$ cat src/rtl/ls_unit.sv
// ls_unit: load/store stage. Issues data-memory accesses over a req/gnt/rvalid
// bus, stalls the pipeline until the access completes, and produces aligned,
// extended load data. Non-memory instructions pass straight through.
module ls_unit #(
    parameter int unsigned ADDR_W = 32,
    parameter int unsigned DATA_W = 32,
    parameter int unsigned EXE_W  = 8
) (
    input  logic              clk,
    input  logic              rst,
    input  logic              rd_we_i,
    input  logic [DATA_W-1:0] rd_mem_data_i,
    input  logic [4:0]        rd_addr_i,
    input  logic [ADDR_W-1:0] mem_addr_i,
    input  logic [EXE_W-1:0]  exe_info_bus_i,
    input  logic [5:0]        stall_i,
    output logic              stall_req_o,
    output logic              dmem_req_o,
    output logic              dmem_we_o,
    output logic [ADDR_W-1:0] dmem_addr_o,
    output logic [3:0]        dmem_be_o,
    output logic [DATA_W-1:0] dmem_wdata_o,
    input  logic              dmem_gnt_i,
    input  logic              dmem_rvalid_i,
    input  logic [DATA_W-1:0] dmem_rdata_i,
    output logic              rd_we_o,
    output logic [DATA_W-1:0] rd_wdata_o,
    output logic [4:0]        rd_addr_o,
    output logic              misalign_o
);

    localparam int unsigned BE_W = 4;

    typedef enum logic [1:0] {
        IDLE = 2'd0,
        REQ  = 2'd1,
        WAIT = 2'd2,
        DONE = 2'd3
    } state_e;

    state_e            state_q, state_d;
    logic [DATA_W-1:0] data_q, data_d;
    logic [1:0]        lane_q, lane_d;
    logic [1:0]        size_q, size_d;
    logic              uns_q, uns_d;

    logic              mem_re, mem_we, is_access, is_byte, is_half, is_word;
    logic              misalign, aligned_access;
    logic              req_c, stall_c;
    logic [BE_W-1:0]   be_c;
    logic [DATA_W-1:0] wdata_c, load_ext_c;
    logic [7:0]        byte_sel;
    logic [15:0]       half_sel;
    logic              unused_bits;

    // Instruction decode; reserved size 11 behaves as a word.
    assign mem_re         = exe_info_bus_i[0];
    assign mem_we         = exe_info_bus_i[1];
    assign is_access      = mem_re | mem_we;
    assign is_byte        = (exe_info_bus_i[3:2] == 2'b00);
    assign is_half        = (exe_info_bus_i[3:2] == 2'b01);
    assign is_word        = ~is_byte & ~is_half;
    assign misalign       = is_access & ((is_half & mem_addr_i[0]) |
                                         (is_word & (|mem_addr_i[1:0])));
    assign aligned_access = is_access & ~misalign;
    assign unused_bits    = ^{stall_i, exe_info_bus_i};

    // Store lane placement: byte enables and replicated write data.
    always_comb begin
        be_c    = 4'b1111;
        wdata_c = rd_mem_data_i;
        if (is_byte) begin
            be_c    = BE_W'(4'b0001 << mem_addr_i[1:0]);
            wdata_c = {4{rd_mem_data_i[7:0]}};
        end else if (is_half) begin
            be_c    = BE_W'(4'b0011 << mem_addr_i[1:0]);
            wdata_c = {2{rd_mem_data_i[15:0]}};
        end
    end

    // Load lane extraction and extension using the captured access attributes.
    always_comb begin
        case (lane_q)
            2'd0:    byte_sel = dmem_rdata_i[7:0];
            2'd1:    byte_sel = dmem_rdata_i[15:8];
            2'd2:    byte_sel = dmem_rdata_i[23:16];
            default: byte_sel = dmem_rdata_i[31:24];
        endcase
        half_sel = lane_q[1] ? dmem_rdata_i[31:16] : dmem_rdata_i[15:0];
        case (size_q)
            2'b00:   load_ext_c = uns_q ? {24'd0, byte_sel} : {{24{byte_sel[7]}}, byte_sel};
            2'b01:   load_ext_c = uns_q ? {16'd0, half_sel} : {{16{half_sel[15]}}, half_sel};
            default: load_ext_c = dmem_rdata_i;
        endcase
    end

    // Next-state, bus request and stall request.
    always_comb begin
        state_d = state_q;
        data_d  = data_q;
        lane_d  = lane_q;
        size_d  = size_q;
        uns_d   = uns_q;
        req_c   = 1'b0;
        stall_c = 1'b0;
        case (state_q)
            IDLE: begin
                if (aligned_access) begin
                    req_c   = 1'b1;
                    stall_c = 1'b1;
                    lane_d  = mem_addr_i[1:0];
                    size_d  = exe_info_bus_i[3:2];
                    uns_d   = exe_info_bus_i[4];
                    state_d = dmem_gnt_i ? WAIT : REQ;
                end
            end
            REQ: begin
                req_c   = 1'b1;
                stall_c = 1'b1;
                if (dmem_gnt_i) state_d = WAIT;
            end
            WAIT: begin
                stall_c = 1'b1;
                if (dmem_rvalid_i) begin
                    data_d  = load_ext_c;
                    state_d = DONE;
                end
            end
            DONE: begin
                if (!stall_i[4]) state_d = IDLE;
            end
            default: state_d = IDLE;
        endcase
    end

    // State and capture registers.
    always_ff @(posedge clk) begin
        if (rst) begin
            state_q <= IDLE;
            data_q  <= '0;
            lane_q  <= '0;
            size_q  <= '0;
            uns_q   <= 1'b0;
        end else begin
            state_q <= state_d;
            data_q  <= data_d;
            lane_q  <= lane_d;
            size_q  <= size_d;
            uns_q   <= uns_d;
        end
    end

    // Bus and stall outputs, forced quiet during reset.
    always_comb begin
        dmem_req_o   = req_c & ~rst;
        dmem_we_o    = req_c & ~rst & mem_we & ~mem_re;
        stall_req_o  = stall_c & ~rst;
        dmem_addr_o  = rst ? '0 : {mem_addr_i[ADDR_W-1:2], 2'b00};
        dmem_be_o    = rst ? '0 : be_c;
        dmem_wdata_o = rst ? '0 : wdata_c;
        misalign_o   = misalign & ~rst;
    end

    // Writeback outputs: pass-through, completed load, or suppressed store.
    always_comb begin
        rd_we_o    = 1'b0;
        rd_wdata_o = '0;
        rd_addr_o  = '0;
        if (!rst) begin
            rd_addr_o = rd_addr_i;
            if (!is_access) begin
                rd_we_o    = rd_we_i;
                rd_wdata_o = rd_mem_data_i;
            end else begin
                rd_wdata_o = data_q;
                if (mem_re && !misalign && state_q == DONE) rd_we_o = rd_we_i;
            end
        end
    end

endmodule
$ cat config.mk
export PLATFORM = sky130hd
export DESIGN_NAME = ls_unit
export DESIGN_NICKNAME = d
export VERILOG_FILES = /design/src/rtl/ls_unit.sv
export SDC_FILE = /design/constraint.sdc
export NUM_CORES = 1
export LEC_CHECK = 0
export BUFFER_PORTS_ARGS = -buffer_cell sky130_fd_sc_hd__buf_4
export CORE_MARGIN = 2
export CORE_UTILIZATION = 39
export CTS_CLUSTER_SIZE = 12
export DETAILED_ROUTE_END_ITERATION = 10
export HOLD_SLACK_MARGIN = 0.06
export PLACE_DENSITY = 0.77
export SETUP_SLACK_MARGIN = 0.2
export SLEW_MARGIN = 15
export SYNTH_ARGS = -nofsm -noshare
export SYNTH_HDL_FRONTEND = slang
export SYNTH_SLANG_ARGS = --single-unit
$ cat constraint.sdc
create_clock -name clk -period 1.6 [get_ports clk]
set_input_delay 0.24 -clock clk [delete_from_list [all_inputs] [get_ports clk]]
set_output_delay 0.24 -clock clk [all_outputs]
set_load 0.005 [all_outputs]
=== After elaboration in Yosys (flattened, before gate mapping) ===
Index checks and enable logic that the tools add are counted.

* Eq/ne operators: 11
* Shift-type cells: 2
* Multiplexer cells: 27
* Bitwise gates (word level): 17
* Reduce and logical (&&, ||, !) cells: 12

{| class="wikitable"
|+ Operators by type and width
! cell !! count
|-
| 32-bit 2-to-1 mux || 8
|-
| 32-bit case mux with 2 select lines || 1
|-
| 8-bit case mux with 3 select lines || 1
|-
| 16-bit 2-to-1 mux || 1
|-
| 4-bit 2-to-1 mux || 3
|-
| 1-bit AND || 10
|-
| 2-bit 2-to-1 mux || 5
|-
| 2-bit by 1-bit equality test with 1-bit output (second input constant) || 4
|-
| 2-bit logical NOT || 4
|-
| 2-bit != test (second input constant) || 4
|-
| 2-bit case mux with 4 select lines || 1
|-
| 2-bit equality test (second input constant) || 3
|-
| 5-bit 2-to-1 mux || 1
|-
| 1-bit inverter || 5
|-
| 1-bit 2-to-1 mux || 4
|-
| 1-bit case mux with 2 select lines || 2
|-
| 2-bit AND reduction || 2
|-
| 4-bit AND reduction || 1
|-
| 2-bit OR reduction || 2
|-
| 1-bit by 2-bit << shifter with 4-bit output (first input constant) || 1
|-
| 2-bit by 2-bit << shifter with 4-bit output (first input constant) || 1
|-
| 1-bit logical AND || 2
|-
| 1-bit OR || 2
|-
| 1-bit logical NOT || 1
|}

* Bits in registers: 39
* Input bits: 120
* Output and inout port bits: 110
* Word-level logic and storage cells: 74

=== Longest topological paths before layout ===
* Depth after elaboration: 13
* Gate-level depth with buffers: 8
* Depth with buffers taken out: 6

=== Least setup slack after synthesis ===
No wires, ideal clock.

* Path type: input to output
* Start point: in exe_info_bus_i[2]
* End point: out dmem_we_o
* Arrival time: 1,518 ps
* Required time: 1,360 ps
* Slack: -158 ps
* Stages on the path: 6
* Buffers on the path: 2
* Cells stage by stage: buf_6 -> and3b_4 -> or4b_1 -> buf_6 -> a21oi_4 -> and3b_1

* Cells in the longest elaborated chain, start to end: 13
* Elaborated cells between the ends (all ways): 16
* Those cells by class: eq/ne (1); mux (2); bitwise (12); reduce/logical (1)

{| class="wikitable"
|+ Ends and longest elaborated chain
! element !! RTL line !! text
|-
| from (decl) || 15 || <nowiki>input logic [EXE_W-1:0] exe_info_bus_i,</nowiki>
|-
| 2-bit by 1-bit equality test with 1-bit output / 2-bit logical NOT (equally long branches) || 61, 60 ||
|-
| 1-bit inverter || 62 || <nowiki>assign is_word = ~is_byte & ~is_half;</nowiki>
|-
| 1-bit AND || 62 ||
|-
| 1-bit AND || 64 || <nowiki>(is_word & (|mem_addr_i[1:0])));</nowiki>
|-
| 1-bit OR * || 63 || <nowiki>assign misalign = is_access & ((is_half & mem_addr_i[0]) |</nowiki>
|-
| 1-bit AND * || 63 ||
|-
| 1-bit inverter * || 65 || <nowiki>assign aligned_access = is_access & ~misalign;</nowiki>
|-
| 1-bit AND * || 65 ||
|-
| 1-bit 2-to-1 mux * || 108 || <nowiki>if (aligned_access) begin</nowiki>
|-
| 1-bit case mux with 2 select lines * || 106 || <nowiki>case (state_q)</nowiki>
|-
| 1-bit AND * || -- ||
|-
| net dmem_req_o || 18 || <nowiki>output logic dmem_req_o,</nowiki>
|-
| 1-bit AND * (2 in a row) || 156 || <nowiki>dmem_we_o = req_c & ~rst & mem_we & ~mem_re;</nowiki>
|-
| to (decl) || 19 || <nowiki>output logic dmem_we_o,</nowiki>
|}

The timed path passes the listed nets; every way through them passes the cells marked *.

=== Worst setup path in the final report ===
* Start point: reg state_q[1]
* End point: out dmem_we_o

* Cells in the longest elaborated chain, start to end: 5
* Elaborated cells between the ends (all ways): 6
* Those cells by class: eq/ne (1); mux (1); bitwise (3); reduce/logical (1)

{| class="wikitable"
|+ Ends and longest elaborated chain
! element !! RTL line !! text
|-
| from (decl) || 41 || <nowiki>state_e state_q, state_d;</nowiki>
|-
| from (signal assigned) || 145 || <nowiki>state_q <= state_d;</nowiki>
|-
| 2-bit by 1-bit equality test with 1-bit output / 2-bit logical NOT (equally long branches) || 106 ||
|-
| 1-bit case mux with 2 select lines * || 106 ||
|-
| 1-bit AND * (3 in a row) || 156 ||
|}

Every way passes the cells marked *; elsewhere a longest branch is shown, timed or not.

==> impl_metrics.ini <==
[timing]
timing.final.hold_violations = 0
finalCriticalPeriod_ns = 2.12
timing.max_slew.rel_slack_pct = 47.9
grt_setup_unrepaired = yes
setup_slack_ns = -0.520
fmax_mhz = 472
tns_ns = -8.64
worst-slew-pin-transition_ns = 0.775
slew_viol_final = 0
setup_violation_total_in_the_final_timing_report = 43
final.hold.worst_slack_ns = 0.210
finClkSkew_ns = 0.00766
finalCritPeriodShare_pct = 132

[routing]
route.met2.wl_mm = 9.87
m1WireLength_mm = 7.25
wire_per_inst_um = 23.7
route.detailed.vias_per_inst = 6.09
highest-signal-layer = met4
drt_first_pass_iters = 5
total_met3_wirelength_after_detailed_routing_mm = 2.19
drt-initial-drc-count = 517
routed_wirelength_mm = 20.9
remaining_drc_errors = 0
number_of_vias_in_the_routed_layout = 5363
antenna_violating_nets_post_route = 0

[synth]
post_synth_inst_count = 516
synthMostInstantiatedCell = sky130_fd_sc_hd__nand2_1
synth.top_cell.area_share_pct = 22.5
synth-seq-cells = 39
synth_ff_type = sky130_fd_sc_hd__dfxtp_1
synth_enable_flop_cells = 0
syn-mean-instance-area_um2 = 6.73
netlist_area_um2 = 3470
synth_commonest_cells = 99 x sky130_fd_sc_hd__nand2_1, 72 x sky130_fd_sc_hd__nor2_1, 65 x sky130_fd_sc_hd__a21oi_1, 47 x sky130_fd_sc_hd__nor2b_1, 39 x sky130_fd_sc_hd__dfxtp_1
synth_top_cell_by_area = sky130_fd_sc_hd__dfxtp_1
synth-seq-area-share_pct = 22.5
synthesis.yosys.warnings = 0
yosys-top-cells-area = sky130_fd_sc_hd__dfxtp_1 22%, sky130_fd_sc_hd__nand2_1 11%, sky130_fd_sc_hd__a21oi_1 9.4%
synth_cell_type_count = 37
proportion_of_register_bits_with_asynchronous_set_or_reset_after_synthesis_pct = 0

[grt]
globalRoute.totalOverflow = 0
vias_in_the_first_global_route = 4851
grt.total_usage_pct = 35.2
wire_length_of_the_first_global_routing_pass_mm = 27.1
grt_start_max_net_pins = 53
antenna_violations_before_repair = 0

[die]
die_height_um = 98.4
core_um2 = 8680
initial_core_util_pct = 40.0
io_pins = 230
floorplan.rows = 34
fp.dieArea_um2 = 9680
die_width_um = 98.4

[cts]
clkSinkCount = 39
tritoncts = built
cts.htree.levels = 2
insertion_delay_ns = 0.31
clockBufferDepth = 2
clk_pin_slew_worst_paths_ns = 0.08
number_of_buffers_created_by_cts = 5
cts-root-buf = sky130_fd_sc_hd__clkbuf_8

[status]
violations_in_the_final_reports = negative setup slack
status = finished with violations

[setup_path]
worstPathCellList = inv_4 > ha_4 > or4b_4 > a21oi_4 > and3b_1 > buf_4
r2r_setup_slack_ns = -0.26
worstSetupPathType = flip-flop to primary output
max_stage_delay_ns = 0.51
worstRegToRegCells = 11
critPathRequiredTime_ns = 1.36
crit_path_top_delay_cell = sky130_fd_sc_hd__or4b_4
crit_path_max_fanout = 3
capture_instance_of_the_worst_register_to_register_path = data_q[20]$_SDFFE_PP0P_
arrival_ns = 1.88
reg2reg_from = state_q[0]$_SDFFE_PP0P_
critPathLaunchType = flip-flop
cp-end-kind = primary output

[power]
worst_ir_drop_vdd_mv = 0.749
power.density_nw_per_um2 = 894
total_leakage_power_uw = 0.00318

[hold_path]
holdCritStartpoint = exe_info_bus_i[4]
min_delay_worst_endpoint = uns_q$_SDFFE_PP0P_
min-delay-path-class = input port to flip-flop
min_delay_path_depth = 3

[placed_design]
dp_hpwl_mm = 11.6
detailed_place.area_um2 = 5480
gp_routability_congestion = 0.932
pre_cts_slack_ns = -0.303
port_buffers = 219

[final_layout]
final_design_area_no_fill_um2 = 7250
layout-drive-gt1-share_pct = 61.3
synth_to_layout_area_growth_pct = 109
antennaDiodeCount = 0
final_nets = 901
n_fill_cell = 467

[flow_run]
timing.max_cap.violations = 0
-- layout make-up --
cell class                 instances  area (um2)  share of cell area, %
timing repair buffer             294        2710                   37.4
inverter                           9        41.3                  0.569
sequential                        39         790                   10.9
clock inverter                     3        67.6                  0.932
clock buffer                       5        68.8                  0.949
tap                              108         135                   1.86
multi-input combinational        422        3440                   47.4
-- worst max-delay path by stage --
| stage | start | to | cells after the start |
|---|---|---|---|
| global route | state_q[0]$_SDFFE_PP0P_ | dmem_we_o | 6 |
| global placement | mem_addr_i[1] | stall_req_o | 7 |
| floorplan | exe_info_bus_i[2] | dmem_we_o | 6 |
| finish | state_q[1]$_SDFFE_PP0P_ | dmem_we_o | 6 |
| CTS | state_q[0]$_SDFFE_PP0P_ | dmem_we_o | 6 |
| detailed placement | mem_addr_i[1] | dmem_we_o | 8 |
-- placed cells by master (no fill, tap or decap), types with 3 or more instances in the layout --
cell type                  count
sky130_fd_sc_hd__a211oi_2     27
sky130_fd_sc_hd__a21oi_1      19
sky130_fd_sc_hd__a21oi_2      39
sky130_fd_sc_hd__a21oi_4       8
sky130_fd_sc_hd__a22oi_1       7
sky130_fd_sc_hd__a311oi_1      3
sky130_fd_sc_hd__a311oi_2      4
sky130_fd_sc_hd__buf_12       16
sky130_fd_sc_hd__buf_16        8
sky130_fd_sc_hd__buf_4       243
sky130_fd_sc_hd__buf_6        21
sky130_fd_sc_hd__buf_8         4
sky130_fd_sc_hd__clkbuf_8      5
sky130_fd_sc_hd__dfxtp_1      34
sky130_fd_sc_hd__dfxtp_2       4
sky130_fd_sc_hd__ha_1          3
sky130_fd_sc_hd__ha_4          6
sky130_fd_sc_hd__inv_1         5
sky130_fd_sc_hd__inv_4         3
sky130_fd_sc_hd__mux2i_1      30
sky130_fd_sc_hd__nand2_1      64
sky130_fd_sc_hd__nand2_4      33
sky130_fd_sc_hd__nand2b_1     11
sky130_fd_sc_hd__nor2_1       50
sky130_fd_sc_hd__nor2_2       10
sky130_fd_sc_hd__nor2_4       12
sky130_fd_sc_hd__nor2b_1      45
sky130_fd_sc_hd__nor4bb_1      4
sky130_fd_sc_hd__o21ai_0       8
sky130_fd_sc_hd__o22a_1        6
-- registers in the layout, summed over array words and instances, names as in the netlist --
| name | cells |
|---|---|
| data_q | 32 |
| lane_q | 2 |
| size_q | 2 |
| state_q | 2 |
| uns_q | 1 |
-- repair_timing --
action                     in CTS  in global routing
buffers inserted               12                 16
hold buffers                    0                  0
pin swaps                      44                 71
resized for setup             168                102
cloned                          8                  2
setup endpoints to repair      93                 92
-- power breakdown --
part	internal, uW	switching, uW	total, uW
Sequential	1190	322	1510
Combinational	2030	1930	3960
Clock	622	396	1020
Total	3840	2650	6480
-- critical path: cells and delay by family (launching register included) --
kind	cells	cell delay [ns]
simple gates	2	0.71
flops	1	0.35
buf+inv	2	0.20
compound gates	1	0.19
fa+ha+maj	1	0.13
-- per-layer routing --
| metal | track usage [%] | vias up |
|---|---|---|
| met1 | 41.8 | 2482 |
| li1 | - | 2279 |
| met3 | 6.94 | 132 |
| met5 | 0 | - |
| met4 | 15.5 | 0 |
| met2 | 61.4 | 470 |
-- per-stage QoR --
| step | cells | power, uW | util [%] |
|---|---|---|---|
| after floorplan | 517 | 2620 | - |
| after global placement | 834 | 3580 | 63.2 |
| after detailed placement | 834 | 3640 | 63.2 |
| after CTS | 862 | 5520 | 76.0 |
| after global routing | 880 | 6670 | 83.6 |
| final | 880 | 6480 | 83.6 |
-- cell families (layout without fill, tap and decap cells) --
kind of cell    Yosys count  count (layout)  share of synthesized area [%]
buf+inv                  56             311                           6.92
other cells               1               2                          0.108
compound gates          133             133                           24.4
mux                      33              33                           9.87
fa+ha+maj                10              10                           3.60
simple gates            244             244                           32.7
flops                    39              39                           22.5
Power figures use the tool's default switching activity.
